--- config.mk ---
export PLATFORM = sky130hd
export DESIGN_NAME = dmem_sb_flat
export DESIGN_NICKNAME = d
export VERILOG_FILES = /design/src/rtl/dmem_sb_if.sv /design/src/rtl/dmem_sb.sv /design/src/flat_wrapper.sv
export SDC_FILE = /design/constraint.sdc
export NUM_CORES = 1
export LEC_CHECK = 0
export BUFFER_PORTS_ARGS = -buffer_cell sky130_fd_sc_hd__buf_2
export CORE_ASPECT_RATIO = 1.4
export CORE_MARGIN = 3
export CORE_UTILIZATION = 35
export CTS_CLUSTER_SIZE = 28
export DETAILED_ROUTE_END_ITERATION = 8
export PLACE_DENSITY = 0.54
export SYNTH_ARGS = -nofsm -noshare
export SYNTH_HDL_FRONTEND = slang
export SYNTH_SLANG_ARGS = --single-unit
--- constraint.sdc ---
create_clock -name clk -period 3.82 [get_ports clk]
set_clock_uncertainty 0.2 [all_clocks]
set_input_delay 0.573 -clock clk [delete_from_list [all_inputs] [get_ports clk]]
set_output_delay 0.573 -clock clk [all_outputs]
set_load 0.1 [all_outputs]
--- src/rtl/dmem_sb_if.sv ---
// CPU-side and SRAM-side signal bundle of the store-buffered data-memory front end.
// The slave modport is the front end itself; the master modport is its environment.
interface dmem_sb_if #(
    parameter int SB_DEPTH = 4
);
    localparam int CNT_W = $clog2(SB_DEPTH) + 1;

    logic             cpu_read_i;
    logic             cpu_write_i;
    logic [7:0]       cpu_addr_i;
    logic [31:0]      cpu_wdata_i;
    logic [31:0]      cpu_rdata_o;
    logic             cpu_stall_o;
    logic             sram_en_o;
    logic             sram_we_o;
    logic [7:0]       sram_addr_o;
    logic [31:0]      sram_wdata_o;
    logic [31:0]      sram_rdata_i;
    logic [CNT_W-1:0] sb_count_o;

    modport slave (
        input  cpu_read_i, cpu_write_i, cpu_addr_i, cpu_wdata_i, sram_rdata_i,
        output cpu_rdata_o, cpu_stall_o, sram_en_o, sram_we_o, sram_addr_o,
               sram_wdata_o, sb_count_o
    );

    modport master (
        output cpu_read_i, cpu_write_i, cpu_addr_i, cpu_wdata_i, sram_rdata_i,
        input  cpu_rdata_o, cpu_stall_o, sram_en_o, sram_we_o, sram_addr_o,
               sram_wdata_o, sb_count_o
    );
endinterface

--- src/rtl/dmem_sb.sv ---
// Data-memory front end: stores land in a FIFO store buffer drained to SRAM on spare
// cycles; loads forward from the youngest matching entry or take one SRAM stall cycle.
module dmem_sb #(
    parameter int SB_DEPTH = 4
) (
    input  logic        clk,
    input  logic        rst,
    dmem_sb_if.slave    bus
);
    localparam int PTR_W = $clog2(SB_DEPTH);
    localparam int CNT_W = PTR_W + 1;

    typedef enum logic {IDLE, LOAD_WAIT} state_t;

    state_t             state_reg, state_next;
    logic [PTR_W-1:0]   head_reg, tail_reg;
    logic [CNT_W-1:0]   count_reg;
    logic [7:0]         addr_mem [SB_DEPTH];
    logic [31:0]        data_mem [SB_DEPTH];

    logic [PTR_W-1:0]   age_idx [SB_DEPTH];
    logic [SB_DEPTH-1:0] age_match;
    logic               hit;
    logic [31:0]        hit_data;
    logic               full, empty;
    logic               enq, pop, drain_ok;

    // age_idx[k] is the k-th oldest slot; pointer arithmetic wraps naturally.
    generate
        for (genvar gi = 0; gi < SB_DEPTH; gi++) begin : g_age
            assign age_idx[gi]   = head_reg + PTR_W'(gi);
            assign age_match[gi] = (CNT_W'(gi) < count_reg) &&
                                   (addr_mem[age_idx[gi]] == bus.cpu_addr_i);
        end
    endgenerate

    // Later (younger) matches overwrite earlier ones, so the youngest store wins.
    always_comb begin
        hit      = 1'b0;
        hit_data = '0;
        for (int i = 0; i < SB_DEPTH; i++) begin
            if (age_match[i]) begin
                hit      = 1'b1;
                hit_data = data_mem[age_idx[i]];
            end
        end
    end

    assign full  = (count_reg == CNT_W'(SB_DEPTH));
    assign empty = (count_reg == '0);

    always_comb begin
        state_next       = state_reg;
        enq              = 1'b0;
        pop              = 1'b0;
        drain_ok         = 1'b0;
        bus.cpu_rdata_o  = '0;
        bus.cpu_stall_o  = 1'b0;
        bus.sram_en_o    = 1'b0;
        bus.sram_we_o    = 1'b0;
        bus.sram_addr_o  = '0;
        bus.sram_wdata_o = '0;
        bus.sb_count_o   = count_reg;

        case (state_reg)
            IDLE: begin
                if (bus.cpu_write_i) begin
                    if (!full) begin
                        enq = 1'b1;
                    end else begin
                        bus.cpu_stall_o = 1'b1;
                        drain_ok        = 1'b1;
                    end
                end else if (bus.cpu_read_i) begin
                    if (hit) begin
                        bus.cpu_rdata_o = hit_data;
                        drain_ok        = 1'b1;
                    end else begin
                        bus.cpu_stall_o = 1'b1;
                        bus.sram_en_o   = 1'b1;
                        bus.sram_addr_o = bus.cpu_addr_i;
                        state_next      = LOAD_WAIT;
                    end
                end else begin
                    drain_ok = 1'b1;
                end
            end
            LOAD_WAIT: begin
                bus.cpu_rdata_o = bus.sram_rdata_i;
                drain_ok        = 1'b1;
                state_next      = IDLE;
            end
            default: state_next = IDLE;
        endcase

        if (drain_ok && !empty) begin
            pop              = 1'b1;
            bus.sram_en_o    = 1'b1;
            bus.sram_we_o    = 1'b1;
            bus.sram_addr_o  = addr_mem[head_reg];
            bus.sram_wdata_o = data_mem[head_reg];
        end

        // Reset silences every output and blocks any SRAM write or enqueue.
        if (rst) begin
            state_next       = IDLE;
            enq              = 1'b0;
            pop              = 1'b0;
            bus.cpu_rdata_o  = '0;
            bus.cpu_stall_o  = 1'b0;
            bus.sram_en_o    = 1'b0;
            bus.sram_we_o    = 1'b0;
            bus.sram_addr_o  = '0;
            bus.sram_wdata_o = '0;
            bus.sb_count_o   = '0;
        end
    end

    always_ff @(posedge clk) begin
        if (rst) begin
            state_reg <= IDLE;
            head_reg  <= '0;
            tail_reg  <= '0;
            count_reg <= '0;
        end else begin
            state_reg <= state_next;
            if (enq) tail_reg <= tail_reg + PTR_W'(1);
            if (pop) head_reg <= head_reg + PTR_W'(1);
            case ({enq, pop})
                2'b10:   count_reg <= count_reg + CNT_W'(1);
                2'b01:   count_reg <= count_reg - CNT_W'(1);
                default: count_reg <= count_reg;
            endcase
        end
    end

    always_ff @(posedge clk) begin
        if (enq) begin
            addr_mem[tail_reg] <= bus.cpu_addr_i;
            data_mem[tail_reg] <= bus.cpu_wdata_i;
        end
    end
endmodule

--- src/flat_wrapper.sv ---
// flat-port wrapper written by rule: the top's interface ports become plain ports
module dmem_sb_flat 
#(
    parameter int SB_DEPTH = 4
)
  (clk, rst, bus_cpu_read_i, bus_cpu_write_i, bus_cpu_addr_i, bus_cpu_wdata_i, bus_sram_rdata_i, bus_cpu_rdata_o, bus_cpu_stall_o, bus_sram_en_o, bus_sram_we_o, bus_sram_addr_o, bus_sram_wdata_o, bus_sb_count_o);
  dmem_sb_if #(.SB_DEPTH(SB_DEPTH)) bus_i ();
  input  logic clk;
  input  logic rst;
  input wire logic [$bits(bus_i.cpu_read_i)-1:0] bus_cpu_read_i;
  input wire logic [$bits(bus_i.cpu_write_i)-1:0] bus_cpu_write_i;
  input wire logic [$bits(bus_i.cpu_addr_i)-1:0] bus_cpu_addr_i;
  input wire logic [$bits(bus_i.cpu_wdata_i)-1:0] bus_cpu_wdata_i;
  input wire logic [$bits(bus_i.sram_rdata_i)-1:0] bus_sram_rdata_i;
  output wire logic [$bits(bus_i.cpu_rdata_o)-1:0] bus_cpu_rdata_o;
  output wire logic [$bits(bus_i.cpu_stall_o)-1:0] bus_cpu_stall_o;
  output wire logic [$bits(bus_i.sram_en_o)-1:0] bus_sram_en_o;
  output wire logic [$bits(bus_i.sram_we_o)-1:0] bus_sram_we_o;
  output wire logic [$bits(bus_i.sram_addr_o)-1:0] bus_sram_addr_o;
  output wire logic [$bits(bus_i.sram_wdata_o)-1:0] bus_sram_wdata_o;
  output wire logic [$bits(bus_i.sb_count_o)-1:0] bus_sb_count_o;
  assign bus_i.cpu_read_i = bus_cpu_read_i;
  assign bus_i.cpu_write_i = bus_cpu_write_i;
  assign bus_i.cpu_addr_i = bus_cpu_addr_i;
  assign bus_i.cpu_wdata_i = bus_cpu_wdata_i;
  assign bus_i.sram_rdata_i = bus_sram_rdata_i;
  assign bus_cpu_rdata_o = bus_i.cpu_rdata_o;
  assign bus_cpu_stall_o = bus_i.cpu_stall_o;
  assign bus_sram_en_o = bus_i.sram_en_o;
  assign bus_sram_we_o = bus_i.sram_we_o;
  assign bus_sram_addr_o = bus_i.sram_addr_o;
  assign bus_sram_wdata_o = bus_i.sram_wdata_o;
  assign bus_sb_count_o = bus_i.sb_count_o;
  dmem_sb #(.SB_DEPTH(SB_DEPTH)) u_core (.clk(clk), .rst(rst), .bus(bus_i));
endmodule
* Word level (Yosys, flattened, before mapping) *
Memories as Yosys holds them, arrays and structs flattened. A register that Yosys moved wholly into a read port is not among the register bits.
Cells that the tools add are included.
W data, S select, Z words.

operators by class
  add/sub/neg operators = 6
  magnitude comparators = 4
  equal/unequal tests = 7
  multiplexer cells = 50
  bitwise logic cells = 1
  reduce and logical (&&, ||, !) cells = 8

operators by type and width
  cell                   count
  $mux W32               10
  $pmux W32 S2           1
  $mux W8                6
  $eq A8 B8 Y1           4
  $mux W1                25
  $mux W2                4
  $lt A1 B3 Y1 const A   2
  $lt A2 B3 Y1 const A   2
  $pmux W3 S2            1
  $logic_and A1 B1 Y1    5
  $add A2 B1 Y2 const B  2
  $add A2 B2 Y2 const B  2
  $pmux W1 S2            2
  $add A3 B1 Y3 const B  1
  $eq A3 B3 Y1 const B   1
  $logic_not A3 Y1       1
  $mux W3                1
  $sub A3 B1 Y3 const B  1
  $eq A2 B1 Y1 const B   1
  $eq A2 B2 Y1 const B   1
  $reduce_bool A2 Y1     1
  $logic_not A1 Y1       1
  $not A1 Y1             1

word-level totals
  flip-flop bits (word level) = 8
  memory bits (writable) = 160
  input bits = 76
  output and inout bits = 78
  logic and storage cells = 82
  memories = 2

memories
  name             depth  bits a word  read ports  clocked after memory_dff  wr ports  line           RTL
  u_core.data_mem  4      32           4           1                         1         dmem_sb.sv:19  logic [31:0] data_mem [SB_DEPTH];
  u_core.addr_mem  4      8            4           1                         1         dmem_sb.sv:18  logic [7:0] addr_mem [SB_DEPTH];

* Logic depth before layout (Yosys ltp) *
An unclocked memory read counts as a cell.

  depth in word-level cells = 16
  gate-level depth with buffers = 15
  mapped depth without buffers = 12

* Worst setup path before layout *
OpenSTA, ideal clock, no wires.

  path type = register -> output
  start point = register with a tool-made name
  end point = output port bus_cpu_rdata_o[16]
  data arrival time = 4.510 ns
  data required time = 3.047 ns
  slack = -1.463 ns
  cell stages (with the launch flop) = 10
  path buffers = 2
  cell sequence = dfxtp_1 buf_4 mux4_2 xnor2_1 nand4_1 nor4_4 buf_4 a31o_2 mux2i_1 o21ai_0

RTL lines
  what              line                RTL
  end: declaration  flat_wrapper.sv:15  output wire logic [$bits(bus_i.cpu_rdata_o)-1:0] bus_cpu_rdata_o;

==> flow_summary_export.csv <==
group,metric,value,unit
synthesis,synth.most_common_cell,"edfxtp_1",
power,power_frac_seq,0.392,
floorplan,io_pins,154,
global_route,grt_overflow_total,0,
sta,clock.fmax,0.2502,GHz
floorplan,core,31890,um^2
drt,dr.pass1.iters,5,
sta,min_period,3996,ps
power,p_int,3936,uW
drt,drc_errors,0,
floorplan,die-area,34800,um^2
power,p_switching,1586,uW
synthesis,ys_types,45,
status,violations,"negative setup slack",
clocking,clockBufferDepth,2,
synthesis,synth_area,11400,um^2
power,max-vdd-ir-drop,0.0003049,V
synthesis,syn_avg_cell_area,14.43,um^2
sta,setup_ws,-176.3,ps
floorplan,die_w,158.5,um
cells_and_area,drive_gt1_frac,0.5723,
drt,dr_total_vias,8065,
power,powerDensity,348.3,nW/um^2
power,switching_share,0.2872,
synthesis,synth_area_leader_cell,"edfxtp_1",
synthesis,synthTopCellsByArea,"edfxtp_1 42%, mux4_2 29%, mux2i_1 4.6%",
global_route,antenna_found_initial,4,
worst_setup_path,critPathRequiredTime,3050,ps
synthesis,synthTopCellsByCount,"160 x edfxtp_1, 148 x mux4_2, 52 x mux2i_1, 42 x clkbuf_1, 41 x o21ai_0",
power,p_leak,0.005358,uW
global_route,grt_use_total,0.1924,
cells_and_area,regArea,5020,um^2
synthesis,synth_edf_count,160,
place,io_buffers,153,
clocking,cts_tree,"built",
clocking,root_buffer,"clkbuf_16",
sta,setup_viol,75,
power,p_comb_frac,0.281,
worst_hold_path,min_path_type,"primary input to register",
cells_and_area,multi_input_area,6686,um^2
sta,finalSetupTns,-10240,ps
global_route,grt_pass1_wl,49410,um
clocking,h-tree-depth,4,
cells_and_area,fillers,2703,
sta,rsz0062_at_grt,"true",
drt,wl_per_cell,23.44,um
worst_setup_path,end_kind,"output pin",
clocking,numCtsBuffers,17,
flow_run,cap_violations,0,
power,clkPwrFrac,0.327,
synthesis,synthArstFlopShare,0,
status,outcome,"finished, violations left",
cells_and_area,area_delta_synth_final,39.08,%
floorplan,fp-row-count,77,
synthesis,syn_nets,875,
clocking,cts.sinks,170,
synthesis,synthCells,790,
power,fin_total_pwr,5522,uW
clocking,clkTransAtPathRegs,70,ps
clocking,clock_latency,440,ps
cells_and_area,design_area,15850,um^2
floorplan,start_util,0.3574,
drt,dr.first_iter.drc_count,466,
place,placed_cell_area,14440,um^2
global_route,first_global_vias,8281,
sta,tightestPinTransition,787.7,ps
drt,via_per_inst,5.692,
drt,drtAntennaViolNets,0,
clocking,hold_buffers,0,
worst_setup_path,cp_max_fo,15,
worst_setup_path,crit_arrival,3220,ps
drt,wl,33220,um
place,dp_hpwl,22230,um
sta,fin_crit_sh,1.046,
floorplan,die_y,219.5,um
worst_setup_path,start_kind,"register",
global_route,grt_max_degree,64,
synthesis,ys_seq_area_frac,0.4391,
sta,hold_violations,0,
place,gp_congestion,0.7989,
sta,slew_headroom,0.4748,
synthesis,ys.flop_type,"edfxtp_1",
sta,maxSlewViolCount,0,
synthesis,synth.ff_latch_count,170,
synthesis,ys.warnings.count,0,
synthesis,synth_top_cell_area_share,0.4215,
place,dp_slack,-144.4,ps
cells_and_area,largest_reg_flops,128,
cells_and_area,nNetsFinal,1054,
worst_setup_path,path_class,"register to output pin",
## layout make-up
type,count,share of cell area
clock buffers,17,0.02684
inverters,28,0.006630
repair buffers,238,0.1813
well taps,434,0.03425
multi-input cells,514,0.4218
flip-flops and latches,170,0.3167
clock inverters,15,0.01239
diodes,1,0.0001579
## per-layer routing
layer,wire [um],up-vias,GRT usage
li1,-,3582,-
met1,12130,4196,0.2240
met2,18500,238,0.3547
met3,1632,43,0.03477
met4,915,6,0.06255
met5,41,-,0
## logic make-up after synthesis
group | share of synthesized area
muxes | 0.3391
AOI/OAI and AO/OA | 0.06927
DFF | 0.4391
buffers and inverters | 0.04050
adders and majority gates | 0.009879
and+or+nand+nor | 0.07069
xor gates and xnor gates | 0.03150
## cell usage in the layout, fill, tap and decap left out, drive strengths merged, types with 2 or more instances in the layout
cell	instances
a21boi	12
a21oi	35
a22o	7
a31o	12
and2	37
and3	34
buf	236
bufinv	4
clkbuf	19
clkinv	5
clkinvlp	2
dfxtp	10
edfxtp	160
ha	9
inv	32
mux2i	52
mux4	148
nand2	4
nand3	2
nand4	23
nor2	14
nor2b	2
nor3	4
nor4	5
o21ai	57
o31ai	2
or2	2
or3	2
xnor2	30
xor2	11
## power by group through the flow
stage	Clock [uW]	Sequential, uW	Combinational, uW
after global routing	1930	2170	1650
after detailed placement	0	2210	1430
after CTS	1840	2160	1530
after floorplan	0	2180	1050
after global placement	0	2210	1430
final	1810	2160	1550
## worst max-delay path: stages, from the launching register on
cell	delay (ps)
dfxtp_4	410
buf_4	130
mux4_2	530
xnor2_2	200
nand4_1	210
nor4_4	220
buf_12	190
buf_6	110
o21ai_4	100
buf_12	200
o21ai_2	270
buf_12	210
## what timing repair did
| item | CTS | global route |
|---|---|---|
| setup endpoints to repair | 76 | 75 |
| pin swaps | 20 | 12 |
| setup buffers | 25 | 6 |
| gates cloned | 3 | 2 |
| gates resized for setup | 80 | 43 |
## per-stage QoR
stage | hold WS (ps) | util | instances
6_report | 148.9 | 0.4971 | 1417
5_1_grt | 137.0 | 0.4971 | 1417
4_1_cts | 135.3 | 0.4892 | 1409
3_5_place_dp | 369.1 | 0.4527 | 1350
3_3_place_gp | 346.0 | 0.4527 | 1350
2_1_floorplan | 296.3 | - | 790
## final timing paths
kind	from	end	slack, ps	cells after the start
hold / removal	bus_cpu_wdata_i[18]	u_core.data_mem[2][18]	150	1
setup / recovery	register	bus_cpu_rdata_o[31]	-180	11
setup reg to reg	u_core.head_reg[0]	u_core.count_reg[2]	300	15
hold reg to reg	u_core.tail_reg[1]	u_core.tail_reg[1]	380	2
Power figures use the tool's default switching activity.
